**src/rtl/mmio_timer_pkg.sv**
```systemverilog
// Shared register map and CTRL field positions for the memory-mapped timer
// and interrupt controller.
package mmio_timer_pkg;

  // Per-channel word offsets (channel i lives at word 4*i + offset).
  localparam logic [5:0] OFF_COUNT   = 6'h00;
  localparam logic [5:0] OFF_COMPARE = 6'h01;
  localparam logic [5:0] OFF_CTRL    = 6'h02;

  // Global words.
  localparam logic [5:0] OFF_PENDING = 6'h30;
  localparam logic [5:0] OFF_MASK    = 6'h31;
  localparam logic [5:0] OFF_STATUS  = 6'h32;

  // CTRL bit positions.
  localparam int CTRL_EN      = 0;
  localparam int CTRL_PER     = 1;
  localparam int CTRL_IE      = 2;
  localparam int CTRL_PRE_LSB = 8;

endpackage

```
**src/rtl/timer_channel.sv**
```systemverilog
// One timer channel: COUNT/COMPARE/CTRL registers, prescaler and match logic.
// match_pulse is high for the single cycle in which the channel's pending bit must set.
module timer_channel
  import mmio_timer_pkg::*;
#(
  parameter int CNT_W = 32,
  parameter int PRE_W = 8
) (
  input  logic             clk_in,
  input  logic             reset,
  input  logic             wr_count,
  input  logic             wr_compare,
  input  logic             wr_ctrl,
  input  logic [31:0]      wdata,
  output logic [CNT_W-1:0] count,
  output logic [CNT_W-1:0] compare,
  output logic [31:0]      ctrl_word,
  output logic             ie,
  output logic             match_pulse
);

  logic             en;
  logic             periodic;
  logic [PRE_W-1:0] prescale;
  logic [PRE_W-1:0] pre_cnt;
  logic             tick;
  logic             hit;
  logic             unused_wdata;

  assign tick        = en && (pre_cnt == prescale);
  assign hit         = (count == compare);
  // A COUNT write on a tick cycle suppresses match evaluation entirely.
  assign match_pulse = tick && hit && !wr_count;
  assign unused_wdata = ^wdata;

  always_ff @(posedge clk_in) begin
    if (reset) begin
      pre_cnt <= '0;
    end else if (!en || tick) begin
      pre_cnt <= '0;
    end else begin
      pre_cnt <= pre_cnt + PRE_W'(1);
    end
  end

  always_ff @(posedge clk_in) begin
    if (reset) begin
      count <= '0;
    end else if (wr_count) begin
      count <= wdata[CNT_W-1:0];
    end else if (tick) begin
      if (!hit) begin
        count <= count + CNT_W'(1);
      end else if (periodic) begin
        count <= '0;
      end
    end
  end

  always_ff @(posedge clk_in) begin
    if (reset) begin
      compare <= '0;
    end else if (wr_compare) begin
      compare <= wdata[CNT_W-1:0];
    end
  end

  always_ff @(posedge clk_in) begin
    if (reset) begin
      en       <= 1'b0;
      periodic <= 1'b0;
      ie       <= 1'b0;
      prescale <= '0;
    end else if (wr_ctrl) begin
      en       <= wdata[CTRL_EN];
      periodic <= wdata[CTRL_PER];
      ie       <= wdata[CTRL_IE];
      prescale <= wdata[CTRL_PRE_LSB +: PRE_W];
    end else if (match_pulse && !periodic) begin
      en <= 1'b0;
    end
  end

  always_comb begin
    ctrl_word                            = '0;
    ctrl_word[CTRL_EN]                   = en;
    ctrl_word[CTRL_PER]                  = periodic;
    ctrl_word[CTRL_IE]                   = ie;
    ctrl_word[CTRL_PRE_LSB +: PRE_W]     = prescale;
  end

endmodule

```
**src/rtl/mmio_timer_intc.sv**
```systemverilog
// Memory-mapped N-channel timer plus edge-triggered external interrupt latch,
// driving the CPU's 6-bit interrupt vector.
module mmio_timer_intc
  import mmio_timer_pkg::*;
#(
  parameter int          N_TIMER = 2,
  parameter int          CNT_W   = 32,
  parameter int          PRE_W   = 8,
  parameter int          N_EXT   = 5,
  parameter logic [31:0] BASE    = 32'h1001_8000
) (
  input  logic             clk_in,
  input  logic             reset,
  input  logic             bus_ena,
  input  logic             bus_w,
  input  logic [31:0]      bus_addr,
  input  logic [31:0]      bus_wdata,
  output logic [31:0]      bus_rdata,
  input  logic [N_EXT-1:0] ext_irq,
  output logic [5:0]       int_o,
  output logic [31:0]      count0,
  output logic [31:0]      compare0
);

  localparam int NP = N_TIMER + N_EXT;

  // Bus protocol: single-cycle strobe, no backpressure. A write commits on the
  // clk_in edge where bus_ena & bus_w; read data is combinational in the same
  // cycle as bus_ena & ~bus_w and shows pre-edge values; otherwise bus_rdata = 0.
  logic       in_win;
  logic       wr;
  logic       rd;
  logic [5:0] word;
  logic       unused_addr;

  assign in_win      = (bus_addr[31:8] == BASE[31:8]);
  assign word        = bus_addr[7:2];
  assign wr          = bus_ena & bus_w & in_win;
  assign rd          = bus_ena & ~bus_w & in_win;
  assign unused_addr = ^bus_addr[1:0];

  logic [CNT_W-1:0]   cnt      [N_TIMER];
  logic [CNT_W-1:0]   cmp      [N_TIMER];
  logic [31:0]        ctrl_w   [N_TIMER];
  logic [N_TIMER-1:0] ie_vec;
  logic [N_TIMER-1:0] match_vec;
  logic [N_TIMER-1:0] cmp_wr;

  for (genvar i = 0; i < N_TIMER; i++) begin : g_ch
    logic wr_count;
    logic wr_compare;
    logic wr_ctrl;

    assign wr_count   = wr && (word == 6'(4 * i) + OFF_COUNT);
    assign wr_compare = wr && (word == 6'(4 * i) + OFF_COMPARE);
    assign wr_ctrl    = wr && (word == 6'(4 * i) + OFF_CTRL);
    assign cmp_wr[i]  = wr_compare;

    timer_channel #(
      .CNT_W(CNT_W),
      .PRE_W(PRE_W)
    ) u_ch (
      .clk_in     (clk_in),
      .reset      (reset),
      .wr_count   (wr_count),
      .wr_compare (wr_compare),
      .wr_ctrl    (wr_ctrl),
      .wdata      (bus_wdata),
      .count      (cnt[i]),
      .compare    (cmp[i]),
      .ctrl_word  (ctrl_w[i]),
      .ie         (ie_vec[i]),
      .match_pulse(match_vec[i])
    );
  end

  logic [NP-1:0]    pending;
  logic [NP-1:0]    mask;
  logic [NP-1:0]    set_vec;
  logic [NP-1:0]    clr_vec;
  logic [N_EXT-1:0] ext_prev;
  logic [5:0]       int_next;

  assign set_vec = {ext_irq & ~ext_prev, match_vec};

  // W1C from the PENDING word, plus the CP0-style clear on any COMPARE write.
  always_comb begin
    clr_vec = '0;
    if (wr && word == OFF_PENDING) clr_vec = bus_wdata[NP-1:0];
    clr_vec[N_TIMER-1:0] = clr_vec[N_TIMER-1:0] | cmp_wr;
  end

  always_comb begin
    int_next    = '0;
    int_next[0] = |(pending[N_TIMER-1:0] & mask[N_TIMER-1:0] & ie_vec);
    for (int j = 0; j < N_EXT; j++) begin
      int_next[j+1] = pending[N_TIMER+j] & mask[N_TIMER+j];
    end
  end

  // Set is ORed after the clear so a same-cycle event wins over W1C.
  always_ff @(posedge clk_in) begin
    if (reset) begin
      pending  <= '0;
      mask     <= '0;
      ext_prev <= '0;
      int_o    <= '0;
    end else begin
      pending  <= (pending & ~clr_vec) | set_vec;
      ext_prev <= ext_irq;
      int_o    <= int_next;
      if (wr && word == OFF_MASK) mask <= bus_wdata[NP-1:0];
    end
  end

  always_comb begin
    bus_rdata = '0;
    if (rd) begin
      for (int k = 0; k < N_TIMER; k++) begin
        if (word == 6'(4 * k) + OFF_COUNT)   bus_rdata = 32'(cnt[k]);
        if (word == 6'(4 * k) + OFF_COMPARE) bus_rdata = 32'(cmp[k]);
        if (word == 6'(4 * k) + OFF_CTRL)    bus_rdata = ctrl_w[k];
      end
      if (word == OFF_PENDING) bus_rdata = 32'(pending);
      if (word == OFF_MASK)    bus_rdata = 32'(mask);
      if (word == OFF_STATUS)  bus_rdata = 32'(pending & mask);
    end
  end

  assign count0   = 32'(cnt[0]);
  assign compare0 = 32'(cmp[0]);

endmodule

```
**config.mk**
```make
export PLATFORM = sky130hd
export DESIGN_NAME = mmio_timer_intc
export DESIGN_NICKNAME = d
export VERILOG_FILES = /design/src/rtl/mmio_timer_pkg.sv /design/src/rtl/timer_channel.sv /design/src/rtl/mmio_timer_intc.sv
export SDC_FILE = /design/constraint.sdc
export NUM_CORES = 1
export LEC_CHECK = 0
export ABC_AREA = 1
export CORE_MARGIN = 5
export CORE_UTILIZATION = 45
export CTS_CLUSTER_SIZE = 24
export DETAILED_ROUTE_END_ITERATION = 10
export GPL_TIMING_DRIVEN = 0
export PLACE_DENSITY = 0.69
export SETUP_SLACK_MARGIN = 0.5
export SLEW_MARGIN = 10
export SYNTH_ARGS = -nofsm -noshare
export SYNTH_HDL_FRONTEND = slang
export SYNTH_HIERARCHICAL = 1
export SYNTH_SLANG_ARGS = --single-unit
```
**constraint.sdc**
```tcl
create_clock -name clk_in -period 2.5 [get_ports clk_in]
set_clock_uncertainty 0.05 [all_clocks]
set_input_delay 0.625 -clock clk_in [delete_from_list [all_inputs] [get_ports clk_in]]
set_output_delay 0.625 -clock clk_in [all_outputs]
set_load 0.02 [all_outputs]
```
Word level (Yosys, flattened, before mapping)
Index checks and enable logic that the tools add are counted.
W data, S select, Z words.
{ "op_classes": {"n_addsub": 4, "eq_ne": 15, "mux": 23, "n_bitwise": 19, "reduce_logical": 34} }
{ "op_table": {"columns": ["op", "n"], "rows": [
  ["$mux W32", 18],
  ["$add A32 B1 Y32 const B", 2],
  ["$eq A32 B32 Y1", 2],
  ["$eq A24 B21 Y1 const B", 1],
  ["$eq A6 B3 Y1 const B", 3],
  ["$eq A6 B6 Y1 const B", 3],
  ["$add A8 B1 Y8 const B", 2],
  ["$eq A8 B8 Y1", 2],
  ["$logic_and A1 B1 Y1", 16],
  ["$and A7 B7 Y7", 2],
  ["$and A1 B1 Y1", 9],
  ["$reduce_bool A2 Y1", 4],
  ["$mux W7", 1],
  ["$not A7 Y7", 1],
  ["$or A7 B7 Y7", 1],
  ["$eq A6 B1 Y1 const B", 1],
  ["$eq A6 B2 Y1 const B", 1],
  ["$logic_not A1 Y1", 6],
  ["$logic_not A6 Y1", 1],
  ["$ne A3 B1 Y1 const B", 2],
  ["$reduce_or A2 Y1", 3],
  ["$and A5 B5 Y5", 1],
  ["$not A5 Y5", 1],
  ["$and A2 B2 Y2", 2],
  ["5 further kinds", 10]
]} }
{ "totals": {"register_bits": 191, "inputBits": 73, "elab_cells": 113} }

Depth between registers and ports, before layout
Gate-level depths: netlist of the first run.
{ "depth": {"word_depth": 11, "ltp_mapped": 16} }

Cells and area by module
Netlist of the first run, hierarchy kept.
{ "modules_own_cells": {"columns": ["mod", "instances", "cells_each", "area_each_um2"], "rows": [
  ["timer_channel", 2, 926, 5431.5],
  ["mmio_timer_intc", 1, 574, 3209.3]
]} }

Worst setup path after synthesis of the first run
Ideal clock, no wire load.
{ "synth_path": {"path_kind": "input-to-reg", "startpoint": "input port bus_addr[12]", "endpoint": "register g_ch[0].u_ch.count[16]", "setup_ns": 0.064, "arrival_ns": 2.516, "slack_ns": -0.129, "path_stages": 15, "cell_sequence": "nor2_1 -> nand2_1 -> nor2_1 -> nand4_1 -> nor2_1 -> nand2_1 -> nor3_1 -> clkbuf_1 -> clkinv_1 -> nand2_2 -> nand2_4 -> buf_6 -> nand2_1 -> nand2_1 -> nor2_1"} }
{ "synth_via": {"elab_chain_len": 5} }
{ "synth_rtl": {"columns": ["item", "line_no", "text"], "rows": [
  ["from (decl)", "mmio_timer_intc.sv:16", "input logic [31:0] bus_addr,"],
  ["$eq A24 B21 Y1 *", "mmio_timer_intc.sv:36", "assign in_win = (bus_addr[31:8] == BASE[31:8]);"],
  ["$and A1 B1 Y1 *", "mmio_timer_intc.sv:38", "assign wr = bus_ena & bus_w & in_win;"],
  ["$logic_and A1 B1 Y1 *", "mmio_timer_intc.sv:54", "assign wr_count = wr && (word == 6'(4 * i) + OFF_COUNT);"],
  ["net g_ch[0].wr_count", "mmio_timer_intc.sv:50", "logic wr_count;"],
  ["$ne A3 B1 Y1 (no source line) / $reduce_bool A2 Y1 (equally long branches)", null, null],
  ["$reduce_and A2 Y1 (no source line)", null, null],
  ["to (signal assigned)", "timer_channel.sv:50", "count <= wdata[CNT_W-1:0];"],
  ["to (signal assigned)", "timer_channel.sv:53", "count <= count + CNT_W'(1);"],
  ["to (decl)", "timer_channel.sv:15", "output logic [CNT_W-1:0] count,"]
]} }
The timed path passes the listed nets; every way through them passes the cells marked *.
A chain may end at the register's enable or synchronous reset.

Worst setup path after layout of the first run
{ "layout_path": {"startpoint": "input port bus_addr[18]", "endpoint": "output port bus_rdata[16]"} }
{ "layout_via": {"elab_chain_len": 3} }
{ "layout_rtl": {"columns": ["item", "line_no", "text"], "rows": [
  ["$eq A24 B21 Y1", "mmio_timer_intc.sv:36", null],
  ["$and A1 B1 Y1", "mmio_timer_intc.sv:39", "assign rd = bus_ena & ~bus_w & in_win;"],
  ["$mux W32", "mmio_timer_intc.sv:118", "if (rd) begin"],
  ["to (decl)", "mmio_timer_intc.sv:18", "output logic [31:0] bus_rdata,"]
]} }
Every way passes these cells.

==> results.py, run 1 <==
metrics = {
    "outcome": {
        "status": "finished, violations left",
        "violations": "setup timing",
    },
    "synth": {
        "synth-compound-area-share_pct": 9.069,
        "synthMuxAreaShare_pct": 0,
        "yosysTopAreaCellShare_pct": 27.17,
        "synth-adder-area-share_pct": 0.3557,
        "syn_avg_cell_area_um2": 5.801,
        "synthTopCellsByArea": "dfxtp_1 27%, nand2_1 22%, nor2_1 11%",
        "synth_cell_types": 39,
        "synth-main-ff-cell": "dfxtp_1",
        "ys_warn_count": 6,
        "synth_top_family_by_area": "simple AND/OR/NAND/NOR gates",
        "synthXorXnorAreaFrac_pct": 5.104,
        "synth_most_common_cell": "nand2_1",
        "synth_edf_count": 0,
        "syn_inst": 2426,
        "synth-seq-cells": 191,
        "synth_commonest_cells": "816 x nand2_1, 421 x nor2_1, 232 x inv_1, 191 x dfxtp_1, 159 x nand3_1",
        "synthSimpleGateAreaFrac_pct": 45.12,
        "synth_top_area_cell": "dfxtp_1",
        "synth-async-reset-ratio_pct": 0,
        "seq_area_frac_synth_pct": 27.17,
        "synth_area_um2": 14070,
    },
    "worst_setup_path": {
        "reg2reg_depth": 13,
        "arrival_ns": 2.18,
        "r2r-start": "g_ch[1].u_ch/count[20]$_SDFFE_PP0P_",
        "worst_setup_path_start_kind": "input port",
        "r2r_setup_slack_ns": 0.07,
        "cpMaxStageDelayCell": "nor2_2",
        "worstPathCellList": "buf_6 -> nor2_4 -> nand2_1 -> nor2_1 -> nand4_1 -> nor3_4 -> buf_12 -> clkbuf_16 -> o211ai_1 -> nor2_2 -> buf_6",
        "crit_path_max_incr_delay_ns": 0.23,
        "required_ns": 1.82,
        "path_buf_inv": 4,
        "cp_max_fo": 5,
        "r2r-end": "pending[1]$_SDFF_PP0_",
        "cpMostUsedCell": "buf_6",
        "critPathTopFamily": "simple AND/OR/NAND/NOR gates",
        "end_kind": "output port",
        "path_class": "in -> out",
    },
    "run": {
        "cap_violations": 0,
    },
    "drt": {
        "drtIter0Drc": 1681,
        "drc_errors": 0,
        "vias": 17040,
        "drtAntennaViolNets": 0,
        "dr.pass1.iters": 7,
        "vias_per_cell": 5.341,
        "wl_per_cell_um": 19.05,
        "drt_wl_total_mm": 60.80,
    },
    "finish": {
        "final_cells": 3191,
        "stdcell_area_um2": 20050,
        "syn2layout_area_growth_pct": 42.51,
        "drive_gt1_share_pct": 23.61,
        "final_nets": 2859,
        "nFillCells": 2827,
        "diodes": 0,
    },
    "sta": {
        "setup_viol": 32,
        "finalMaxSlewViolations": 0,
        "fmax_mhz": 349.7,
        "finalHoldViolations": 0,
        "post-route-period-util_pct": 114.4,
        "finalCriticalPeriod_ns": 2.860,
        "grt_setup_unrepaired": "yes",
        "timing.final.ws_setup_ns": -0.3599,
        "slew_headroom_pct": 48.38,
        "tightest_slew_ns": 0.7719,
    },
    "min_path": {
        "hp-class": "reg -> reg",
        "min_path_cells": 1,
        "hold_end": "pending[6]$_SDFF_PP0_",
        "hp-start": "ext_prev[4]$_SDFF_PP0_",
    },
    "clock_network": {
        "htreeDepth": 4,
        "cts_buffer_depth": 2,
        "cts.sinks": 191,
        "cts_tree": "built",
        "clk_pin_slew_ns": 0.08,
        "clock_latency_ns": 0.45,
        "cts-root-buf": "clkbuf_16",
        "tritoncts.num_buffers": 17,
    },
    "placement": {
        "dp_cells": 3034,
        "postPlaceCellArea_um2": 16750,
        "gp_congestion": 0.9773,
        "port_buffers": 172,
        "place_hpwl_mm": 43.82,
    },
    "global_route": {
        "grt_pass1_wl_mm": 87.41,
        "grt_max_degree": 19,
        "overflow": 0,
        "antenna_found_initial": 0,
        "grt_pass1_vias": 15250,
        "grtUsageTotal_pct": 31.76,
    },
    "die": {
        "start_util_pct": 45.76,
        "die_x_um": 186.8,
        "die_height_um": 186.8,
        "dieArea_um2": 34910,
        "rows": 64,
        "io_pins": 175,
        "core_area_um2": 30750,
    },
    "power": {
        "power_uw": 6493,
        "cellPowerDensity_nw_per_um2": 323.8,
        "p_leak_uw": 0.009540,
        "peakVddDrop_mv": 0.4272,
    },
}
==> registers in the layout, indices dropped and copies added, names as in the netlist <==
signal              flops
pending                 7
g_ch.u_ch/periodic      2
int_o                   6
g_ch.u_ch/compare      64
g_ch.u_ch/ie            2
g_ch.u_ch/prescale     16
g_ch.u_ch/en            2
g_ch.u_ch/count        64
mask                    7
ext_prev                5
g_ch.u_ch/pre_cnt      16
==> logic make-up (layout without fill, tap and decap cells) <==
kind of cell | after synthesis | count (layout)
simple gates | 1518 | 1521
xor+xnor | 82 | 82
flops | 191 | 191
other cells | 2 | 42
fa+ha+maj | 4 | 4
compound gates | 230 | 230
buf+inv | 399 | 725
==> routing by layer <==
metal / GRT usage, % / vias to the layer above / share of wire (%)
li1: - / 8190 / -
met1: 43.06 / 7777 / 42
met2: 49.97 / 919 / 44
met3: 4.685 / 157 / 8.5
met4: 14.85 / 0 / 5.2
met5: 0 / - / 0
==> where the power goes <==
group | internal [µW] | switching, µW | total (µW)
Clock | 1450 | 1390 | 2840
Sequential | 3050 | 7.06 | 3060
Combinational | 259 | 338 | 597
Total | 4760 | 1740 | 6490
==> placed cells by master (no fill, tap or decap), types with 20 or more instances in the layout <==
cell / instances
dfxtp_1: 182
xnor2_1: 28
nand4_1: 28
clkdlybuf4s50_1: 98
nor2_2: 44
inv_1: 224
nand3_1: 139
nor2_1: 349
o211ai_1: 25
nor2_4: 45
nand3_2: 20
nand2_1: 733
buf_8: 21
a21oi_1: 78
conb_1: 42
buf_6: 70
o21ai_1: 21
clkbuf_16: 31
nand2_2: 90
buf_4: 141
xor2_1: 54
o21ai_0: 56
==> metrics by stage <==
stage	hold WS (ns)	util, %	setup slack [ns]	setup TNS (ns)
finish	0.3636	65.22	-0.3599	-8.253
global route	0.3696	65.22	-0.4169	-12.06
CTS	0.3643	59.60	-0.3321	-8.334
detailed placement	0.3504	54.48	-1.626	-173.59
global placement	0.3431	54.48	-1.604	-170.10
floorplan	0.3395	-	0.1306	0
==> how the worst max path moves through the flow <==
stage / cells after the start / start / slack (ns) / endpoint
after global routing: 11 / bus_addr[18] / -0.42 / bus_rdata[16]
after global placement: 12 / bus_addr[6] / -1.60 / bus_rdata[14]
after CTS: 12 / bus_addr[15] / -0.33 / bus_rdata[16]
after floorplan: 9 / bus_addr[16] / 0.13 / bus_rdata[22]
final: 11 / bus_addr[18] / -0.36 / bus_rdata[16]
after detailed placement: 12 / bus_addr[6] / -1.63 / bus_rdata[15]
==> cell type report <==
| class | instances | area, µm² | share of cell area [%] |
|---|---|---|---|
| clock inverters | 13 | 143.9 | 0.7175 |
| clock buffers | 19 | 442.9 | 2.209 |
| repair buffers | 293 | 3109 | 15.50 |
| multi-input cells | 1879 | 9744 | 48.59 |
| plain buffers | 142 | 1250 | 6.233 |
| flip-flops and latches | 191 | 3835 | 19.12 |
| inverters | 257 | 1027 | 5.122 |
| well taps | 396 | 495.5 | 2.471 |
| repair inverters | 1 | 6.256 | 0.03120 |
==> worst register-to-register path: cells and delay by family, from the launching register on <==
| family | cells | cell delay (ns) |
|---|---|---|
| and+or+nand+nor | 8 | 1.15 |
| AOI/OAI and AO/OA | 1 | 0.14 |
| DFF | 1 | 0.44 |
| buffers and inverters | 4 | 0.58 |
==> what timing repair did <==
item / 4_1_cts / 5_1_grt
setup buffers: 61 / 45
cloned: 2 / 17
resized for setup: 414 / 361
hold buffers: 0 / 0
pin swaps: 70 / 110
endpoints found under the setup margin: 282 / 269
No activity file was read; power rests on OpenSTA's default activity.
==> run 2: changes to the inputs <==
==> constraint.sdc (replaced) <==
create_clock -name clk_in -period 2.5 [get_ports clk_in]
set_clock_uncertainty 0.05 [all_clocks]
set_input_delay 0.5 -clock clk_in [delete_from_list [all_inputs] [get_ports clk_in]]
set_output_delay 0.5 -clock clk_in [all_outputs]
set_load 0.02 [all_outputs]
==> run 2 against run 1 <==
The run still ends with setup timing left. Cell area up 1.5%. Total power down 2.4%. Critical endpoint unchanged. First-iteration DRC count up 9.0%. Sequential share of layout area about the same. Global-route usage up 0.45 points. Count of clock-buffer cells in the layout up 1. Final cell count down 0.97%. Sequential power about the same. Largest power group unchanged. Combinational power down 5.9%. Clock power down 4%.
==> results.py, run 2 (same netlist as run 1, synthesis figures left out) <==
metrics = {
    "outcome": {
        "status": "finished, violations left",
        "violations": "setup timing",
    },
    "power": {
        "power_uw": 6340,
        "p_leak_uw": 0.009494,
        "peakVddDrop_mv": 0.5099,
        "cellPowerDensity_nw_per_um2": 311.6,
    },
    "drt": {
        "vias": 17310,
        "vias_per_cell": 5.479,
        "drtIter0Drc": 1833,
        "wl_per_cell_um": 19.72,
        "dr.pass1.iters": 8,
        "drc_errors": 0,
        "drtAntennaViolNets": 0,
        "drt_wl_total_mm": 62.32,
    },
    "worst_setup_path": {
        "cp_max_fo": 10,
        "r2r-start": "g_ch[0].u_ch/count[0]$_SDFFE_PP0P_",
        "required_ns": 1.95,
        "worst_setup_path_start_kind": "input port",
        "end_kind": "output port",
        "arrival_ns": 2.07,
        "path_class": "in -> out",
        "startpoint": "bus_addr[2]",
    },
    "sta": {
        "post-route-period-util_pct": 104.9,
        "finalMaxSlewViolations": 0,
        "slew_headroom_pct": 44.43,
        "setup_viol": 25,
        "finalCriticalPeriod_ns": 2.624,
        "finalHoldViolations": 0,
        "tightest_slew_ns": 0.8309,
        "fmax_mhz": 381.1,
        "timing.final.ws_setup_ns": -0.1237,
        "grt_setup_unrepaired": "yes",
        "tns_ns": -1.332,
    },
    "min_path": {
        "hp-start": "ext_prev[0]$_SDFF_PP0_",
        "hp-class": "reg -> reg",
    },
    "placement": {
        "port_buffers": 172,
        "place_hpwl_mm": 44.20,
        "gp_congestion": 1.011,
        "dp_cells": 3034,
        "dp_slack_ns": -1.453,
    },
    "finish": {
        "final_nets": 2828,
        "reg_top3": "g_ch.u_ch/compare (64), g_ch.u_ch/count (64)",
        "final_cells": 3160,
        "drive_gt1_share_pct": 26.77,
        "mostFrequentLayoutCells": "748 x nand2_1, 309 x nor2_1, 220 x inv_1, 145 x dfxtp_1, 141 x nand3_1",
        "final_common_cell": "nand2_1",
        "diodes": 0,
        "syn2layout_area_growth_pct": 44.60,
    },
    "global_route": {
        "overflow": 0,
        "grt_pass1_vias": 15560,
        "grt_max_degree": 18,
        "antenna_found_initial": 1,
        "grtUsageTotal_pct": 32.20,
        "grt_pass1_wl_mm": 88.69,
    },
    "clock_network": {
        "cts_tree": "built",
        "cts-root-buf": "clkbuf_16",
        "cts.sinks": 191,
        "clock_latency_ns": 0.47,
        "cts_buffer_depth": 2,
        "htreeDepth": 4,
        "cts-hold-fix-buffers": 0,
        "tritoncts.num_buffers": 17,
        "clk_pin_slew_ns": 0.07,
    },
    "die": {
        "start_util_pct": 45.76,
        "die_x_um": 186.8,
        "dieArea_um2": 34910,
        "die_height_um": 186.8,
        "core_area_um2": 30750,
        "io_pins": 175,
        "rows": 64,
    },
    "run": {
        "cap_violations": 0,
    },
}
-- run 2: final timing paths --
| kind | to | cells past startpoint | slack, ns |
|---|---|---|---|
| worst max-delay path | bus_rdata[16] | 11 | -0.12 |
| worst min-delay path | pending[2]$_SDFF_PP0_ | 1 | 0.36 |
| worst max register to register | g_ch[0].u_ch/count[16]$_SDFFE_PP0P_ | 11 | 0.18 |
| worst min register to register | pending[2]$_SDFF_PP0_ | 1 | 0.36 |
-- run 2: area by class of cell --
cell class	count	area [µm²]
well taps	396	495.5
plain buffers	142	1330
flip-flops and latches	191	3891
fillers	2829	10400
repair buffers	263	2883
clock buffers	20	446.7
clock inverters	12	103.9
inverters	257	1036
multi-input cells	1879	10160
-- run 2: where the power goes --
part	leakage, µW	total (µW)	switching (µW)	internal, µW
registers	0.00157	3050	6.71	3050
clock network	0.000259	2730	1400	1330
logic	0.00767	562	341	221
total	0.00949	6340	1750	4590
-- run 2: per-layer routing --
| metal | track usage [%] | up-vias | routed length, µm |
|---|---|---|---|
| met5 | 0 | - | 7 |
| met2 | 50.45 | 991 | 27150 |
| met3 | 7.167 | 168 | 6390 |
| li1 | - | 8119 | - |
| met4 | 14.33 | 2 | 3253 |
| met1 | 42.63 | 8033 | 25520 |
-- run 2: what timing repair did --
action | in CTS | in global routing
gates resized for setup | 432 | 590
buffers inserted | 29 | 41
pin swaps | 68 | 131
setup endpoints to repair | 263 | 218
cloned | 4 | 20
-- run 2: through the flow --
step	hold WS, ns	instance area, µm²	util, %
global placement	0.3434	16690	54.28
CTS	0.3588	17960	58.41
finish	0.3555	20350	66.17
global route	0.3636	20350	66.17
floorplan	0.3395	14470	-
detailed placement	0.3485	16690	54.28
-- run 2: critical path, cell delays in order --
cell and delay (ns):
buf_4 0.16, nor2_4 0.16, nand2_4 0.11, nor2_4 0.16
buf_12 0.13, buf_4 0.20, nand2_1 0.07, nand3_1 0.15
a211oi_1 0.07, nor2_2 0.20, buf_6 0.15
==> run 3: changes to the inputs <==
--- a/config.mk
+++ b/config.mk
@@ -5,13 +5,12 @@
 export SDC_FILE = /design/constraint.sdc
 export NUM_CORES = 1
 export LEC_CHECK = 0
-export ABC_AREA = 1
 export CORE_MARGIN = 5
 export CORE_UTILIZATION = 45
 export CTS_CLUSTER_SIZE = 24
 export DETAILED_ROUTE_END_ITERATION = 10
 export GPL_TIMING_DRIVEN = 0
-export PLACE_DENSITY = 0.69
+export PLACE_DENSITY = 0.71
 export SETUP_SLACK_MARGIN = 0.5
 export SLEW_MARGIN = 10
 export SYNTH_ARGS = -nofsm -noshare
==> run 3 against run 2 <==
The run still ends with setup timing left. Critical path depth down 2. First-iteration DRC count up 4.9%. Routed wire length down 11%. Total power up 4.0%. Final cell count down 32%. Setup slack worse by 0.45 ns. Critical path type unchanged.
==> results.py, run 3 <==
metrics = {
    "synth": {
        "ys_warn_count": 6,
        "synthTopCellsByArea": "dfxtp_1 32%, mux2i_1 8.0%, nor2_1 6.6%",
        "synth_top_area_cell": "dfxtp_1",
        "syn_avg_cell_area_um2": 8.388,
        "synth_area_um2": 12070,
        "synth_cell_types": 60,
        "synth-seq-cells": 191,
        "yosysTopAreaCellShare_pct": 31.68,
        "synth_most_common_cell": "nor2_1",
        "synth-async-reset-ratio_pct": 0,
        "synth-main-ff-cell": "dfxtp_1",
        "seq_area_frac_synth_pct": 31.68,
        "synth_commonest_cells": "211 x nor2_1, 191 x dfxtp_1, 97 x mux2i_1, 89 x a21oi_1, 72 x xnor2_1",
        "synth_edf_count": 0,
        "syn_inst": 1439,
    },
    "finish": {
        "reg_top3": "g_ch.u_ch/compare (64), g_ch.u_ch/count (64)",
        "final_common_cell": "nor2_1",
        "drive_gt1_share_pct": 36.46,
        "multi_input_area_um2": 9243,
        "regArea_um2": 3865,
        "mostFrequentLayoutCells": "203 x nor2_1, 158 x dfxtp_1, 117 x buf_4, 112 x buf_6, 90 x mux2i_1",
        "final_nets": 1877,
        "diodes": 0,
        "syn2layout_area_growth_pct": 58.23,
        "nFillCells": 1833,
    },
    "run": {
        "cap_violations": 0,
    },
    "die": {
        "rows": 60,
        "die_x_um": 173.8,
        "die_height_um": 173.8,
        "start_util_pct": 45.29,
        "io_pins": 175,
        "core_area_um2": 26650,
        "dieArea_um2": 30200,
    },
    "power": {
        "peakVddDrop_mv": 0.3643,
        "power_uw": 6593,
        "p_leak_uw": 0.007746,
        "cellPowerDensity_nw_per_um2": 345.2,
    },
    "outcome": {
        "violations": "setup timing",
        "status": "finished, violations left",
    },
    "worst_setup_path": {
        "startpoint": "bus_addr[7]",
        "arrival_ns": 2.53,
        "end_kind": "output port",
        "worstPathCellList": "buf_8 -> or4_4 -> buf_8 -> nor3_4 -> buf_4 -> buf_4 -> a21oi_2 -> a211oi_4 -> buf_6",
        "cpMaxStageDelayCell": "or4_4",
        "critPathTopFamily": "buffers and inverters",
        "r2r_setup_slack_ns": -0.29,
        "crit_path_max_incr_delay_ns": 0.55,
        "r2r-start": "g_ch[1].u_ch/prescale[3]$_SDFFE_PP0P_",
        "reg2reg_depth": 8,
        "worst_setup_path_start_kind": "input port",
        "path_buf_inv": 5,
        "path_class": "in -> out",
        "required_ns": 1.95,
        "r2r-end": "g_ch[1].u_ch/count[19]$_SDFFE_PP0P_",
        "cp_max_fo": 10,
    },
    "clock_network": {
        "cts-root-buf": "clkbuf_16",
        "tritoncts.num_buffers": 17,
        "cts-hold-fix-buffers": 0,
        "cts.sinks": 191,
        "cts_tree": "built",
        "htreeDepth": 4,
        "clock_latency_ns": 0.46,
        "cts_buffer_depth": 2,
        "clk_pin_slew_ns": 0.09,
    },
    "placement": {
        "gp_congestion": 0.9616,
        "place_hpwl_mm": 36.91,
        "port_buffers": 170,
    },
    "sta": {
        "setup_viol": 108,
        "grt_setup_unrepaired": "yes",
        "finalCriticalPeriod_ns": 3.078,
        "finalMaxSlewViolations": 0,
        "tightest_slew_ns": 0.8509,
        "fmax_mhz": 324.8,
        "post-route-period-util_pct": 123.1,
        "finalHoldViolations": 0,
        "slew_headroom_pct": 43.27,
        "timing.final.ws_setup_ns": -0.5784,
        "holdWs_ns": 0.4204,
    },
    "drt": {
        "drtAntennaViolNets": 0,
        "drt_wl_total_mm": 55.78,
        "vias": 13910,
        "vias_per_cell": 6.460,
        "dr.pass1.iters": 6,
        "drc_errors": 0,
        "drtIter0Drc": 1922,
        "wl_per_cell_um": 25.89,
    },
    "global_route": {
        "overflow": 0,
        "grt_pass1_vias": 13190,
        "grt_max_degree": 24,
        "grtUsageTotal_pct": 33.43,
        "grt_pass1_wl_mm": 79.31,
        "antenna_found_initial": 0,
    },
    "min_path": {
        "min_path_cells": 2,
        "hp-start": "pending[4]$_SDFF_PP0_",
        "hold_end": "int_o[3]$_SDFF_PP0_",
        "hp-class": "reg -> reg",
    },
}
run 3: cell types whose count changed after synthesis, sizes merged, moves of 44 or more:
cell	change
a221oi	+66
inv	-232
mux2i	+97
nand2	-790
nand2b	+44
nand3	-124
nor2	-228
o21ai	-73
xnor2	+44
run 3: timing repair:
item	4_1_cts	5_1_grt
resized for setup	567	242
endpoints found under the hold margin	0	0
buffers inserted	74	31
pin swaps	80	94
endpoints found under the setup margin	260	239
gates cloned	20	7
run 3: power breakdown:
| part | total [µW] | switching, µW | internal [µW] |
|---|---|---|---|
| Sequential | 3060 | 6.82 | 3050 |
| Clock | 2970 | 1570 | 1400 |
| Combinational | 566 | 343 | 224 |
run 3: logic make-up (layout without fill, tap and decap cells):
group | after synthesis | in the layout | share of synthesized area [%]
AOI/OAI and AO/OA | 339 | 339 | 21.45
xor gates and xnor gates | 102 | 102 | 7.401
adders and majority gates | 4 | 4 | 0.4147
buffers and inverters | 178 | 512 | 7.826
DFF | 191 | 191 | 31.68
muxes | 97 | 97 | 8.044
other | 2 | 42 | 0.06222
and+or+nand+nor | 526 | 526 | 23.13
run 3: layer usage:
layer	vias to the layer above	global-route usage, %	part of all wire, %
li1	5950	-	-
met1	6644	43.42	37
met2	1009	53.72	46
met3	311	6.390	10
met4	0	15.77	6.6
met5	-	0	0
run 3: worst max-delay path by stage:
stage	end	slack, ns	depth (start not counted)
floorplan	g_ch[0].u_ch/count[19]$_SDFFE_PP0P_	-0.24	12
global placement	bus_rdata[11]	-1.64	8
detailed placement	bus_rdata[11]	-1.61	8
CTS	bus_rdata[11]	-0.52	10
global route	bus_rdata[7]	-0.61	9
finish	bus_rdata[7]	-0.58	9
run 3: cell type report:
type                       instances  share of cell area, %
tap                              341                  2.234
clock inverter                    15                  1.146
sequential                       191                  20.24
timing repair buffer             302                  17.36
clock buffer                      17                  2.227
buffer                           159                  8.012
multi-input combinational       1110                  48.39
inverter                          19                 0.3865
run 3: per-stage QoR:
step	worst slack [ns]	setup TNS (ns)	util [%]	std cells	instance area, µm²
finish	-0.5784	-31.23	71.66	2154	19100
global route	-0.6064	-41.94	71.66	2154	19100
CTS	-0.5215	-17.27	67.17	2116	17900
detailed placement	-1.615	-176.52	57.48	1990	15320
global placement	-1.639	-168.18	57.48	1990	15320
floorplan	-0.2391	-17.87	-	1479	13190
run 3: tightest hold or removal path, cell delays in order (launching register included):
cell     delay (ns)
dfxtp_1        0.34
nand2_1        0.07
nor2_1         0.03
